**src/rtl/axil_to_avmm_bridge_if.sv**
```systemverilog
`default_nettype none
// ============================================================================
// Module      : axil_to_avmm_bridge_if
// Description : Bus bundle for the AXI4-Lite to Avalon-MM bridge. Carries the
//               AXI4-Lite channels and the Avalon-MM command/response signals.
//               Bridge-side modports: axil_slave, avmm_master.
//               Environment-side modports: axil_master, avmm_slave.
// Revision    : 1.0 - initial release
// ============================================================================
interface axil_to_avmm_bridge_if #(
   parameter int ADDR_WIDTH       = 32,
   parameter int DATA_WIDTH       = 64,
   parameter int BURSTCOUNT_WIDTH = 7
);
   // AXI4-Lite write address / write data / write response
   logic [ADDR_WIDTH-1:0]       axil_awaddr;
   logic                        axil_awvalid;
   logic                        axil_awready;
   logic [DATA_WIDTH-1:0]       axil_wdata;
   logic [DATA_WIDTH/8-1:0]     axil_wstrb;
   logic                        axil_wvalid;
   logic                        axil_wready;
   logic [1:0]                  axil_bresp;
   logic                        axil_bvalid;
   logic                        axil_bready;
   // AXI4-Lite read address / read data
   logic [ADDR_WIDTH-1:0]       axil_araddr;
   logic                        axil_arvalid;
   logic                        axil_arready;
   logic [DATA_WIDTH-1:0]       axil_rdata;
   logic [1:0]                  axil_rresp;
   logic                        axil_rvalid;
   logic                        axil_rready;
   // Avalon-MM
   logic [ADDR_WIDTH-1:0]       avmm_address;
   logic                        avmm_read;
   logic                        avmm_write;
   logic [DATA_WIDTH-1:0]       avmm_writedata;
   logic [DATA_WIDTH/8-1:0]     avmm_byteenable;
   logic [BURSTCOUNT_WIDTH-1:0] avmm_burstcount;
   logic                        avmm_waitrequest;
   logic [DATA_WIDTH-1:0]       avmm_readdata;
   logic                        avmm_readdatavalid;
   logic [1:0]                  avmm_response;
   logic                        avmm_writeresponsevalid;

   modport axil_slave (
      input  axil_awaddr, axil_awvalid, axil_wdata, axil_wstrb, axil_wvalid,
             axil_bready, axil_araddr, axil_arvalid, axil_rready,
      output axil_awready, axil_wready, axil_bresp, axil_bvalid,
             axil_arready, axil_rdata, axil_rresp, axil_rvalid
   );

   modport axil_master (
      output axil_awaddr, axil_awvalid, axil_wdata, axil_wstrb, axil_wvalid,
             axil_bready, axil_araddr, axil_arvalid, axil_rready,
      input  axil_awready, axil_wready, axil_bresp, axil_bvalid,
             axil_arready, axil_rdata, axil_rresp, axil_rvalid
   );

   modport avmm_master (
      output avmm_address, avmm_read, avmm_write, avmm_writedata,
             avmm_byteenable, avmm_burstcount,
      input  avmm_waitrequest, avmm_readdata, avmm_readdatavalid,
             avmm_response, avmm_writeresponsevalid
   );

   modport avmm_slave (
      input  avmm_address, avmm_read, avmm_write, avmm_writedata,
             avmm_byteenable, avmm_burstcount,
      output avmm_waitrequest, avmm_readdata, avmm_readdatavalid,
             avmm_response, avmm_writeresponsevalid
   );
endinterface
`default_nettype wire

```
**src/rtl/axil_to_avmm_bridge.sv**
```systemverilog
`default_nettype none
// ============================================================================
// Module      : axil_to_avmm_bridge
// Description : AXI4-Lite slave to Avalon-MM master bridge. One single-beat
//               transaction in flight at a time; reads and writes share the
//               AVMM port under round-robin arbitration. AVMM responses are
//               mapped onto AXI BRESP/RRESP. DATA_WIDTH must be 32 or 64.
// Revision    : 1.0 - initial release
// ============================================================================
module axil_to_avmm_bridge #(
   parameter int ADDR_WIDTH         = 32,
   parameter int DATA_WIDTH         = 64,
   parameter int BURSTCOUNT_WIDTH   = 7,
   parameter int USE_WRITE_RESPONSE = 1
) (
   input  wire logic                   clk,
   input  wire logic                   rst,
   axil_to_avmm_bridge_if.axil_slave   s_axil,
   axil_to_avmm_bridge_if.avmm_master  m_avmm
);
   localparam int STRB_WIDTH = DATA_WIDTH / 8;

   typedef enum logic [2:0] {
      IDLE   = 3'd0,
      WR_CMD = 3'd1,
      WR_RSP = 3'd2,
      B_OUT  = 3'd3,
      RD_CMD = 3'd4,
      RD_RSP = 3'd5,
      R_OUT  = 3'd6
   } state_t;

   state_t                  state_q;
   logic                    init_q;      // holds all readies low until the first edge out of reset
   logic                    rr_wr_q;     // 1: write wins a tie (read was served last)
   logic                    aw_full_q;
   logic                    w_full_q;
   logic [ADDR_WIDTH-1:0]   aw_addr_q;
   logic [DATA_WIDTH-1:0]   w_data_q;
   logic [STRB_WIDTH-1:0]   w_strb_q;
   logic                    bvalid_q;
   logic [1:0]              bresp_q;
   logic                    rvalid_q;
   logic [1:0]              rresp_q;
   logic [DATA_WIDTH-1:0]   rdata_q;
   logic                    avmm_read_q;
   logic                    avmm_write_q;
   logic [ADDR_WIDTH-1:0]   avmm_addr_q;
   logic [DATA_WIDTH-1:0]   avmm_wdata_q;
   logic [STRB_WIDTH-1:0]   avmm_be_q;

   logic idle;
   logic wr_elig;
   logic rd_elig;
   logic pick_wr;
   logic pick_rd;
   logic awready;
   logic wready;

   // AVMM 01 is reserved and treated like 10 (SLVERR); 11 stays DECERR.
   function automatic logic [1:0] map_resp(input logic [1:0] avmm_resp);
      logic [1:0] axi_resp;
      case (avmm_resp)
         2'b00:   axi_resp = 2'b00;
         2'b11:   axi_resp = 2'b11;
         default: axi_resp = 2'b10;
      endcase
      return axi_resp;
   endfunction

   assign idle    = init_q && (state_q == IDLE);
   assign wr_elig = aw_full_q && w_full_q;
   assign rd_elig = s_axil.axil_arvalid;
   assign pick_wr = idle && wr_elig && (!rd_elig || rr_wr_q);
   assign pick_rd = idle && rd_elig && !pick_wr;
   assign awready = idle && !aw_full_q;
   assign wready  = idle && !w_full_q;

   assign s_axil.axil_awready = awready;
   assign s_axil.axil_wready  = wready;
   assign s_axil.axil_arready = pick_rd;
   assign s_axil.axil_bvalid  = bvalid_q;
   assign s_axil.axil_bresp   = bresp_q;
   assign s_axil.axil_rvalid  = rvalid_q;
   assign s_axil.axil_rresp   = rresp_q;
   assign s_axil.axil_rdata   = rdata_q;

   assign m_avmm.avmm_address    = avmm_addr_q;
   assign m_avmm.avmm_read       = avmm_read_q;
   assign m_avmm.avmm_write      = avmm_write_q;
   assign m_avmm.avmm_writedata  = avmm_wdata_q;
   assign m_avmm.avmm_byteenable = avmm_be_q;
   assign m_avmm.avmm_burstcount = BURSTCOUNT_WIDTH'(1);

   // Holding registers, arbitration pointer and the transaction state machine.
   always_ff @(posedge clk or posedge rst) begin
      if (rst) begin
         state_q      <= IDLE;
         init_q       <= 1'b0;
         rr_wr_q      <= 1'b1;
         aw_full_q    <= 1'b0;
         w_full_q     <= 1'b0;
         aw_addr_q    <= '0;
         w_data_q     <= '0;
         w_strb_q     <= '0;
         bvalid_q     <= 1'b0;
         bresp_q      <= 2'b00;
         rvalid_q     <= 1'b0;
         rresp_q      <= 2'b00;
         rdata_q      <= '0;
         avmm_read_q  <= 1'b0;
         avmm_write_q <= 1'b0;
         avmm_addr_q  <= '0;
         avmm_wdata_q <= '0;
         avmm_be_q    <= '0;
      end else begin
         init_q <= 1'b1;

         // AW and W land independently; a write is issued only once both are held.
         if (s_axil.axil_awvalid && awready) begin
            aw_full_q <= 1'b1;
            aw_addr_q <= s_axil.axil_awaddr;
         end
         if (s_axil.axil_wvalid && wready) begin
            w_full_q <= 1'b1;
            w_data_q <= s_axil.axil_wdata;
            w_strb_q <= s_axil.axil_wstrb;
         end

         case (state_q)
            IDLE: begin
               if (pick_wr) begin
                  state_q      <= WR_CMD;
                  avmm_write_q <= 1'b1;
                  avmm_addr_q  <= aw_addr_q;
                  avmm_wdata_q <= w_data_q;
                  avmm_be_q    <= w_strb_q;
                  aw_full_q    <= 1'b0;
                  w_full_q     <= 1'b0;
                  rr_wr_q      <= 1'b0;
               end else if (pick_rd) begin
                  state_q     <= RD_CMD;
                  avmm_read_q <= 1'b1;
                  avmm_addr_q <= s_axil.axil_araddr;
                  rr_wr_q     <= 1'b1;
               end
            end
            WR_CMD: begin
               if (!m_avmm.avmm_waitrequest) begin
                  avmm_write_q <= 1'b0;
                  if (USE_WRITE_RESPONSE != 0) begin
                     state_q <= WR_RSP;
                  end else begin
                     state_q  <= B_OUT;
                     bvalid_q <= 1'b1;
                     bresp_q  <= 2'b00;
                  end
               end
            end
            // A response coincident with command acceptance arrives in
            // WR_CMD/RD_CMD and is therefore ignored.
            WR_RSP: begin
               if (m_avmm.avmm_writeresponsevalid) begin
                  state_q  <= B_OUT;
                  bvalid_q <= 1'b1;
                  bresp_q  <= map_resp(m_avmm.avmm_response);
               end
            end
            B_OUT: begin
               if (s_axil.axil_bready) begin
                  state_q  <= IDLE;
                  bvalid_q <= 1'b0;
               end
            end
            RD_CMD: begin
               if (!m_avmm.avmm_waitrequest) begin
                  state_q     <= RD_RSP;
                  avmm_read_q <= 1'b0;
               end
            end
            RD_RSP: begin
               if (m_avmm.avmm_readdatavalid) begin
                  state_q  <= R_OUT;
                  rvalid_q <= 1'b1;
                  rdata_q  <= m_avmm.avmm_readdata;
                  rresp_q  <= map_resp(m_avmm.avmm_response);
               end
            end
            R_OUT: begin
               if (s_axil.axil_rready) begin
                  state_q  <= IDLE;
                  rvalid_q <= 1'b0;
               end
            end
            default: state_q <= IDLE;
         endcase
      end
   end
endmodule
`default_nettype wire
```
**src/flat_wrapper.sv**
```systemverilog
// flat-port wrapper written by rule: the top's interface ports become plain ports
module axil_to_avmm_bridge_flat 
#(
   parameter int ADDR_WIDTH         = 32,
   parameter int DATA_WIDTH         = 64,
   parameter int BURSTCOUNT_WIDTH   = 7,
   parameter int USE_WRITE_RESPONSE = 1
)
  (clk, rst, s_axil_axil_awaddr, s_axil_axil_awvalid, s_axil_axil_wdata, s_axil_axil_wstrb, s_axil_axil_wvalid, s_axil_axil_bready, s_axil_axil_araddr, s_axil_axil_arvalid, s_axil_axil_rready, s_axil_axil_awready, s_axil_axil_wready, s_axil_axil_bresp, s_axil_axil_bvalid, s_axil_axil_arready, s_axil_axil_rdata, s_axil_axil_rresp, s_axil_axil_rvalid, m_avmm_avmm_address, m_avmm_avmm_read, m_avmm_avmm_write, m_avmm_avmm_writedata, m_avmm_avmm_byteenable, m_avmm_avmm_burstcount, m_avmm_avmm_waitrequest, m_avmm_avmm_readdata, m_avmm_avmm_readdatavalid, m_avmm_avmm_response, m_avmm_avmm_writeresponsevalid);
  axil_to_avmm_bridge_if #(.ADDR_WIDTH(ADDR_WIDTH), .DATA_WIDTH(DATA_WIDTH), .BURSTCOUNT_WIDTH(BURSTCOUNT_WIDTH)) s_axil_i ();
  axil_to_avmm_bridge_if #(.ADDR_WIDTH(ADDR_WIDTH), .DATA_WIDTH(DATA_WIDTH), .BURSTCOUNT_WIDTH(BURSTCOUNT_WIDTH)) m_avmm_i ();
  input  wire logic clk;
  input  wire logic rst;
  input wire logic [$bits(s_axil_i.axil_awaddr)-1:0] s_axil_axil_awaddr;
  input wire logic [$bits(s_axil_i.axil_awvalid)-1:0] s_axil_axil_awvalid;
  input wire logic [$bits(s_axil_i.axil_wdata)-1:0] s_axil_axil_wdata;
  input wire logic [$bits(s_axil_i.axil_wstrb)-1:0] s_axil_axil_wstrb;
  input wire logic [$bits(s_axil_i.axil_wvalid)-1:0] s_axil_axil_wvalid;
  input wire logic [$bits(s_axil_i.axil_bready)-1:0] s_axil_axil_bready;
  input wire logic [$bits(s_axil_i.axil_araddr)-1:0] s_axil_axil_araddr;
  input wire logic [$bits(s_axil_i.axil_arvalid)-1:0] s_axil_axil_arvalid;
  input wire logic [$bits(s_axil_i.axil_rready)-1:0] s_axil_axil_rready;
  output wire logic [$bits(s_axil_i.axil_awready)-1:0] s_axil_axil_awready;
  output wire logic [$bits(s_axil_i.axil_wready)-1:0] s_axil_axil_wready;
  output wire logic [$bits(s_axil_i.axil_bresp)-1:0] s_axil_axil_bresp;
  output wire logic [$bits(s_axil_i.axil_bvalid)-1:0] s_axil_axil_bvalid;
  output wire logic [$bits(s_axil_i.axil_arready)-1:0] s_axil_axil_arready;
  output wire logic [$bits(s_axil_i.axil_rdata)-1:0] s_axil_axil_rdata;
  output wire logic [$bits(s_axil_i.axil_rresp)-1:0] s_axil_axil_rresp;
  output wire logic [$bits(s_axil_i.axil_rvalid)-1:0] s_axil_axil_rvalid;
  output wire logic [$bits(m_avmm_i.avmm_address)-1:0] m_avmm_avmm_address;
  output wire logic [$bits(m_avmm_i.avmm_read)-1:0] m_avmm_avmm_read;
  output wire logic [$bits(m_avmm_i.avmm_write)-1:0] m_avmm_avmm_write;
  output wire logic [$bits(m_avmm_i.avmm_writedata)-1:0] m_avmm_avmm_writedata;
  output wire logic [$bits(m_avmm_i.avmm_byteenable)-1:0] m_avmm_avmm_byteenable;
  output wire logic [$bits(m_avmm_i.avmm_burstcount)-1:0] m_avmm_avmm_burstcount;
  input wire logic [$bits(m_avmm_i.avmm_waitrequest)-1:0] m_avmm_avmm_waitrequest;
  input wire logic [$bits(m_avmm_i.avmm_readdata)-1:0] m_avmm_avmm_readdata;
  input wire logic [$bits(m_avmm_i.avmm_readdatavalid)-1:0] m_avmm_avmm_readdatavalid;
  input wire logic [$bits(m_avmm_i.avmm_response)-1:0] m_avmm_avmm_response;
  input wire logic [$bits(m_avmm_i.avmm_writeresponsevalid)-1:0] m_avmm_avmm_writeresponsevalid;
  assign s_axil_i.axil_awaddr = s_axil_axil_awaddr;
  assign s_axil_i.axil_awvalid = s_axil_axil_awvalid;
  assign s_axil_i.axil_wdata = s_axil_axil_wdata;
  assign s_axil_i.axil_wstrb = s_axil_axil_wstrb;
  assign s_axil_i.axil_wvalid = s_axil_axil_wvalid;
  assign s_axil_i.axil_bready = s_axil_axil_bready;
  assign s_axil_i.axil_araddr = s_axil_axil_araddr;
  assign s_axil_i.axil_arvalid = s_axil_axil_arvalid;
  assign s_axil_i.axil_rready = s_axil_axil_rready;
  assign s_axil_axil_awready = s_axil_i.axil_awready;
  assign s_axil_axil_wready = s_axil_i.axil_wready;
  assign s_axil_axil_bresp = s_axil_i.axil_bresp;
  assign s_axil_axil_bvalid = s_axil_i.axil_bvalid;
  assign s_axil_axil_arready = s_axil_i.axil_arready;
  assign s_axil_axil_rdata = s_axil_i.axil_rdata;
  assign s_axil_axil_rresp = s_axil_i.axil_rresp;
  assign s_axil_axil_rvalid = s_axil_i.axil_rvalid;
  assign m_avmm_avmm_address = m_avmm_i.avmm_address;
  assign m_avmm_avmm_read = m_avmm_i.avmm_read;
  assign m_avmm_avmm_write = m_avmm_i.avmm_write;
  assign m_avmm_avmm_writedata = m_avmm_i.avmm_writedata;
  assign m_avmm_avmm_byteenable = m_avmm_i.avmm_byteenable;
  assign m_avmm_avmm_burstcount = m_avmm_i.avmm_burstcount;
  assign m_avmm_i.avmm_waitrequest = m_avmm_avmm_waitrequest;
  assign m_avmm_i.avmm_readdata = m_avmm_avmm_readdata;
  assign m_avmm_i.avmm_readdatavalid = m_avmm_avmm_readdatavalid;
  assign m_avmm_i.avmm_response = m_avmm_avmm_response;
  assign m_avmm_i.avmm_writeresponsevalid = m_avmm_avmm_writeresponsevalid;
  axil_to_avmm_bridge #(.ADDR_WIDTH(ADDR_WIDTH), .DATA_WIDTH(DATA_WIDTH), .BURSTCOUNT_WIDTH(BURSTCOUNT_WIDTH), .USE_WRITE_RESPONSE(USE_WRITE_RESPONSE)) u_core (.clk(clk), .rst(rst), .s_axil(s_axil_i), .m_avmm(m_avmm_i));
endmodule
```
**config.mk**
```make
export PLATFORM = sky130hd
export DESIGN_NAME = axil_to_avmm_bridge_flat
export DESIGN_NICKNAME = d
export VERILOG_FILES = /design/src/rtl/axil_to_avmm_bridge_if.sv /design/src/rtl/axil_to_avmm_bridge.sv /design/src/flat_wrapper.sv
export SDC_FILE = /design/constraint.sdc
export NUM_CORES = 1
export LEC_CHECK = 0
export BUFFER_PORTS_ARGS = -buffer_cell sky130_fd_sc_hd__buf_2
export CAP_MARGIN = 10
export CORE_MARGIN = 1
export CORE_UTILIZATION = 45
export CTS_CLUSTER_SIZE = 8
export DETAILED_ROUTE_END_ITERATION = 10
export PLACE_DENSITY_LB_ADDON = 0.12
export SYNTH_ARGS = -nofsm -noshare
export SYNTH_HDL_FRONTEND = slang
export SYNTH_SLANG_ARGS = --single-unit
```
**constraint.sdc**
```tcl
create_clock -name clk -period 9 [get_ports clk]
set_input_delay 0.9 -clock clk [delete_from_list [all_inputs] [get_ports clk]]
set_output_delay 0.9 -clock clk [all_outputs]
set_load 0.01 [all_outputs]
```
==> results of run 1 <==
stage by stage:
step,power [mW],setup slack [ns],std cells,util [%],cell area (µm²)
2_1_floorplan,3.12,0.181,927,-,11200
3_3_place_gp,3.69,6.13,1591,54.7,13300
3_5_place_dp,3.76,6.07,1591,54.7,13300
4_1_cts,5.08,5.85,1641,59.1,14400
5_1_grt,5.33,5.67,1647,59.1,14400
6_report,5.01,5.90,1648,59.2,14400
state kept, by name, summed over array words and instances, names as in the netlist, 2 cells and up:
register                       count
u_core.m_avmm.avmm_writedata      64
u_core.s_axil.axil_rdata          64
u_core.w_data_q                   64
u_core.aw_addr_q                  32
u_core.m_avmm.avmm_address        32
u_core.m_avmm.avmm_byteenable      8
u_core.w_strb_q                    8
u_core.state_q                     3
u_core.s_axil.axil_bresp           2
u_core.s_axil.axil_rresp           2
how the worst max path moves through the flow:
stage,from,to,depth (start not counted)
after floorplan,rst,u_core.aw_addr_q[0],1
after global placement,s_axil_axil_arvalid,u_core.m_avmm.avmm_address[26],6
after detailed placement,s_axil_axil_arvalid,u_core.m_avmm.avmm_address[27],6
after CTS,u_core.state_q[0],s_axil_axil_arready,4
after global routing,u_core.state_q[2],s_axil_axil_arready,4
final,u_core.state_q[0],s_axil_axil_arready,4
area by class of cell:
| class | count | area, µm² | area share, % |
|---|---|---|---|
| Multi-Input combinational cell | 582 | 3690 | 25.7 |
| Inverter | 1 | 11.3 | 0.0783 |
| Tap cell | 324 | 405 | 2.82 |
| Clock buffer | 50 | 1060 | 7.37 |
| Timing Repair Buffer | 397 | 2020 | 14.0 |
| Antenna cell | 7 | 17.5 | 0.122 |
| Sequential cell | 287 | 7180 | 49.9 |
cells by family (layout without fill, tap and decap cells):
group,count (synthesis),after routing,share of synthesized area (%)
AOI/OAI and AO/OA,54,54,2.95
buffers and inverters,58,448,2.87
DFF,287,287,64.4
and+or+nand+nor,346,346,12.2
other,2,15,0.0673
muxes,174,174,17.6
Yosys cell counts, types with 2 or more instances:
cell	n
buf_4	7
nor2_2	2
a31oi_1	34
conb_1	2
mux2_2	158
mux2_1	16
nor2b_1	3
buf_6	6
nand2_1	292
a21oi_1	7
o21ai_0	7
nor2_1	39
dfrtp_1	286
clkbuf_1	19
buf_2	25
per-layer routing:
metal / up-vias / wire [µm] / part of all wire, %
li1: 3795 / - / -
met1: 3813 / 10500 / 39
met2: 276 / 13600 / 50
met3: 59 / 2230 / 8.2
met4: 2 / 760 / 2.8
met5: - / 13 / 0.048
power breakdown:
group          internal, mW  switching (mW)
clock network         0.808           0.498
registers              1.90           0.303
logic                 0.731           0.776
total                  3.44            1.58
worst max-delay path, delay by kind of cell (launching register included):
family	cells	cell delay, ns
AOI/OAI and AO/OA	1	0.28
and+or+nand+nor	2	0.66
DFF	1	0.51
buffers and inverters	1	0.24
==> out/results.ini, run 1 <==
[route]
routedWlPerCell_um = 16.5
viasPerCell = 4.82
via_count = 7945
wl_um = 27100
drc = 0
firstDrtPassIters = 4
drtIter0Drc = 384
ant_nets = 0

[placement]
io_buffers = 390
routabilityCongestion = 0.799
dp_hpwl_um = 18700

[worst_hold_path]
min_to = u_core.m_avmm.avmm_writedata[45]
min_from = u_core.m_avmm.avmm_writedata[45]
hold_depth = 2
hold_path.class = flip-flop to flip-flop

[setup_path]
crit_slowest_cell = nor4b_1
arrival_ns = 2.20
crit_path_end_kind = output port
startpoint_type = flip-flop
r2r-start = u_core.state_q[0]
crit_chain = nor4b_1 > nand2_1 > a31oi_1 > buf_2
max_stage_delay_ns = 0.53
path_class = flip-flop to output port
ff2ff_setup_slack_ns = 6.18
rr_endpoint = u_core.m_avmm.avmm_address[5]
crit_required_ns = 8.10
crit_fanout = 13
r2r_cells = 5

[floorplanning]
initial_core_util_pct = 45.9
ioPinCount = 398
row_count = 57
die_area_um2 = 25400
core_um2 = 24300
dieWidth_um = 159
die_h_um = 159

[clock_network]
clkLatencyLatePin_ns = 0.50
hold_buffers = 0
cts.path.max_buffers = 3
post_cts_resized = 0
ctsHtreeMaxLevel = 2
clock-sinks = 287
cts_tree = yes
cts_setup_buffers = 0
cts_root_buffer = clkbuf_16
numCtsBuffers = 41
path_clk_slew_ns = 0.05

[logic_synthesis]
ys_seq_area_share_pct = 64.4
async_flop_share_pct = 100
netlist-cell-type-count = 33
synthCells = 921
postSynthAreaPerCell_um2 = 12.1
synthFlopType = dfrtp_1
ys_ff_latch = 287
ys_warn_count = 0
yosysTopAreaCellShare_pct = 64.2
synth_area_um2 = 11200
synth.largest_area_cell = dfrtp_1
synth-edff-count = 0
synth.area.top_cells = dfrtp_1 64%, mux2_2 16%, nand2_1 9.8%

[finish]
final_cell_mix = 390 x buf_2, 291 x nand2_1, 286 x dfrtp_1
fillCellCount = 2122
drive_gt1_share_pct = 46.0
final_common_cell = buf_2
nNetsFinal = 1522
area_growth_pct = 29.0

[outcome]
status = completed

[grt]
grt_max_degree = 165
grt_pass1_vias = 7981
antenna_found_initial = 9
top_usage_layer = met2
grt_util_all_layers_pct = 21.5
met3_usage_pct = 7.32
grt_pass1_wl_um = 43000
grt_util_met2_pct = 36.9
use_met1_pct = 25.0
grt_overflow = 0

[flow_run]
cap_violations = 0

[power_and_ir_drop]
p_leak_nw = 7.50
powerDensity_nw_per_um2 = 349
vdd_drop_max_uv = 200

[timing]
finalHoldViolations = 0
period_share_pct = 34.5
layout_min_cycle_time_ns = 3.10
finalClockSkew_ns = 0.0145
setup_viol_count_final = 0
slew_viol_final = 0
worst_hold_slack_ns = 0.453
tightest_slew_ns = 1.05
max_freq_ghz = 0.323
setup_tns_ns = 0
rsz0062_at_grt = false
slew_headroom_pct = 29.9

Note: power is estimated with default switching activity, not from simulation.
==> run 2: changes to the inputs <==
Settings changed: CORE_AREA from default to 2 2 153 155, CORE_MARGIN 1 to default, CORE_UTILIZATION 45 to default, DIE_AREA from default to 0 0 155 157.
Clock period 9 ns to 3.2 ns, I/O delays scaled along.
==> run 2 against run 1 <==
  * Clock skew fell by 0.0038 ns
  * Via count about the same
  * Critical path depth unchanged
  * Largest cell class unchanged
  * Register-to-register slack worse by 5.6 ns
  * Die area decreased by 4.3%
==> out/results.ini, run 2 (synthesis gave the netlist of run 1 again) <==
[floorplanning]
initial_core_util_pct = 49.6  ; +3.7 points
row_count = 55  ; -3.5%
core_um2 = 22500  ; -7.5%
die_h_um = 157  ; -1.5%
die_area_um2 = 24300  ; -4.3%
dieWidth_um = 155  ; -2.8%
ioPinCount = 398  ; unchanged

[placement]
dp_slack_ns = 0.638  ; -5.43 ns
io_buffers = 390  ; unchanged
routabilityCongestion = 0.802  ; +0.33%
dp_hpwl_um = 19500  ; +3.9%
dp.cells = 1558  ; -2.1%
dpl_cell_area_um2 = 13400  ; +0.32%

[finish]
drive_gt1_share_pct = 46.2  ; +0.21 points
finish.instance_area_um2 = 14400  ; +0.42%
stdcell_count = 1619  ; -1.8%
final_common_cell = buf_2
fin_util_pct = 64.2  ; +5.0 points
area_growth_pct = 29.5
nNetsFinal = 1529  ; +0.46%
final_cell_mix = 390 x buf_2, 291 x nand2_1, 286 x dfrtp_1

[power_and_ir_drop]
p_leak_nw = 7.55  ; +0.60%
vdd_drop_max_uv = 558  ; +180%
powerDensity_nw_per_um2 = 982  ; +180%

[route]
drc = 0  ; unchanged
drtIter0Drc = 389  ; +1.3%
via_count = 7944  ; -0.013%
viasPerCell = 4.91  ; +1.8%
ant_nets = 0  ; unchanged
routedWlPerCell_um = 17.4  ; +6.0%
wl_um = 28200  ; +4.2%
firstDrtPassIters = 4  ; unchanged

[clock_network]
clock-sinks = 287  ; unchanged
ctsHtreeMaxLevel = 2  ; unchanged
numCtsBuffers = 41  ; unchanged
clkLatencyLatePin_ns = 0.50  ; about the same
cts_root_buffer = clkbuf_16
cts.path.max_buffers = 3  ; unchanged
cts_tree = yes
path_clk_slew_ns = 0.05  ; about the same

[flow_run]
cap_violations = 0  ; unchanged

[setup_path]
path_class = flip-flop to output port
crit_path_end_kind = output port
crit_fanout = 13  ; unchanged
crit_required_ns = 2.88  ; -5.22 ns
arrival_ns = 2.32  ; +0.12 ns
startpoint_type = flip-flop

[grt]
grt_max_degree = 107  ; -35%
grt_util_all_layers_pct = 23.1  ; +1.5 points
grt_overflow = 0  ; unchanged
antenna_found_initial = 12  ; +3
grt_pass1_wl_um = 43700  ; +1.7%
grt_pass1_vias = 8071  ; +1.1%

[timing]
setup_tns_ns = 0  ; unchanged
setup_viol_count_final = 0  ; unchanged
rsz0062_at_grt = false
finalHoldViolations = 0  ; unchanged
max_freq_ghz = 0.379
slew_viol_final = 0  ; unchanged
layout_min_cycle_time_ns = 2.64
layout_setup_ws_ns = 0.563  ; -5.34 ns
finalClockSkew_ns = 0.0107  ; -0.00383 ns
slew_headroom_pct = 57.2  ; +27 points
tightest_slew_ns = 0.642  ; -0.410 ns
period_share_pct = 82.4

[worst_hold_path]
hold_path.class = input pin to flip-flop

[outcome]
status = completed

==> run 2: cell count changes in the layout (fill, tap and decap cells not counted) <==
cell,change
dlygate4sd3_1,+1
inv_8,-1
clkinvlp_4,+1
buf_4,+2
diode_2,+3
buf_12,+4
==> run 2: where the power goes <==
part / switching, mW / internal [mW]
combinational: 2.22 / 2.08
sequential: 0.871 / 5.34
clock: 1.41 / 2.27
==> run 2: per-stage QoR <==
stage               hold slack, ns  total power, mW
finish                      0.0282             14.2
global route                0.0186             15.1
CTS                         0.0104             14.4
detailed placement           0.375             10.6
global placement             0.366             10.4
floorplan                    0.440             8.77
==> run 2: layout make-up <==
| class | instances | area (µm²) |
|---|---|---|
| well taps | 285 | 357 |
| diodes | 10 | 25.0 |
| clock buffers | 50 | 1060 |
| inverters | 1 | 7.51 |
| repair buffers | 404 | 2120 |
| multi-input cells | 582 | 3690 |
| flip-flops and latches | 287 | 7180 |
| fillers | 1880 | 8060 |
==> run 2: worst paths after layout <==
path                                                  start                                to  slack, ns  depth (start not counted)
setup / recovery                          u_core.state_q[0]               s_axil_axil_arready       0.56                          4
hold / removal                       s_axil_axil_awaddr[20]              u_core.aw_addr_q[20]       0.03                          2
setup reg to reg                          u_core.state_q[0]     u_core.m_avmm.avmm_address[9]       0.63                          5
hold reg to reg            u_core.m_avmm.avmm_writedata[52]  u_core.m_avmm.avmm_writedata[52]       0.46                          2
max in group asynchronous                               rst    u_core.m_avmm.avmm_address[10]       1.85                          4
min in group asynchronous                               rst       u_core.s_axil.axil_bresp[1]       0.41                          3
==> run 2: repair_timing <==
action | in CTS | in global routing
hold buffers | 1 | 0
endpoints found under the hold margin | 15 | 0
setup buffers | 0 | 0
gates resized for setup | 0 | 0
==> run 2: routing by layer <==
| metal | vias to the layer above | GRT usage, % | part of all wire (%) |
|---|---|---|---|
| li1 | 3827 | - | - |
| met1 | 3777 | 27.2 | 39 |
| met2 | 276 | 39.2 | 50 |
| met3 | 60 | 7.87 | 8.4 |
| met4 | 4 | 9.04 | 3.1 |
| met5 | - | 0 | 0.074 |
==> run 2: worst max-delay path, stage by stage (launching register included) <==
cell	delay (ns)
dfrtp_1	0.50
nor4b_1	0.62
nand2_1	0.14
a31oi_1	0.32
buf_2	0.23
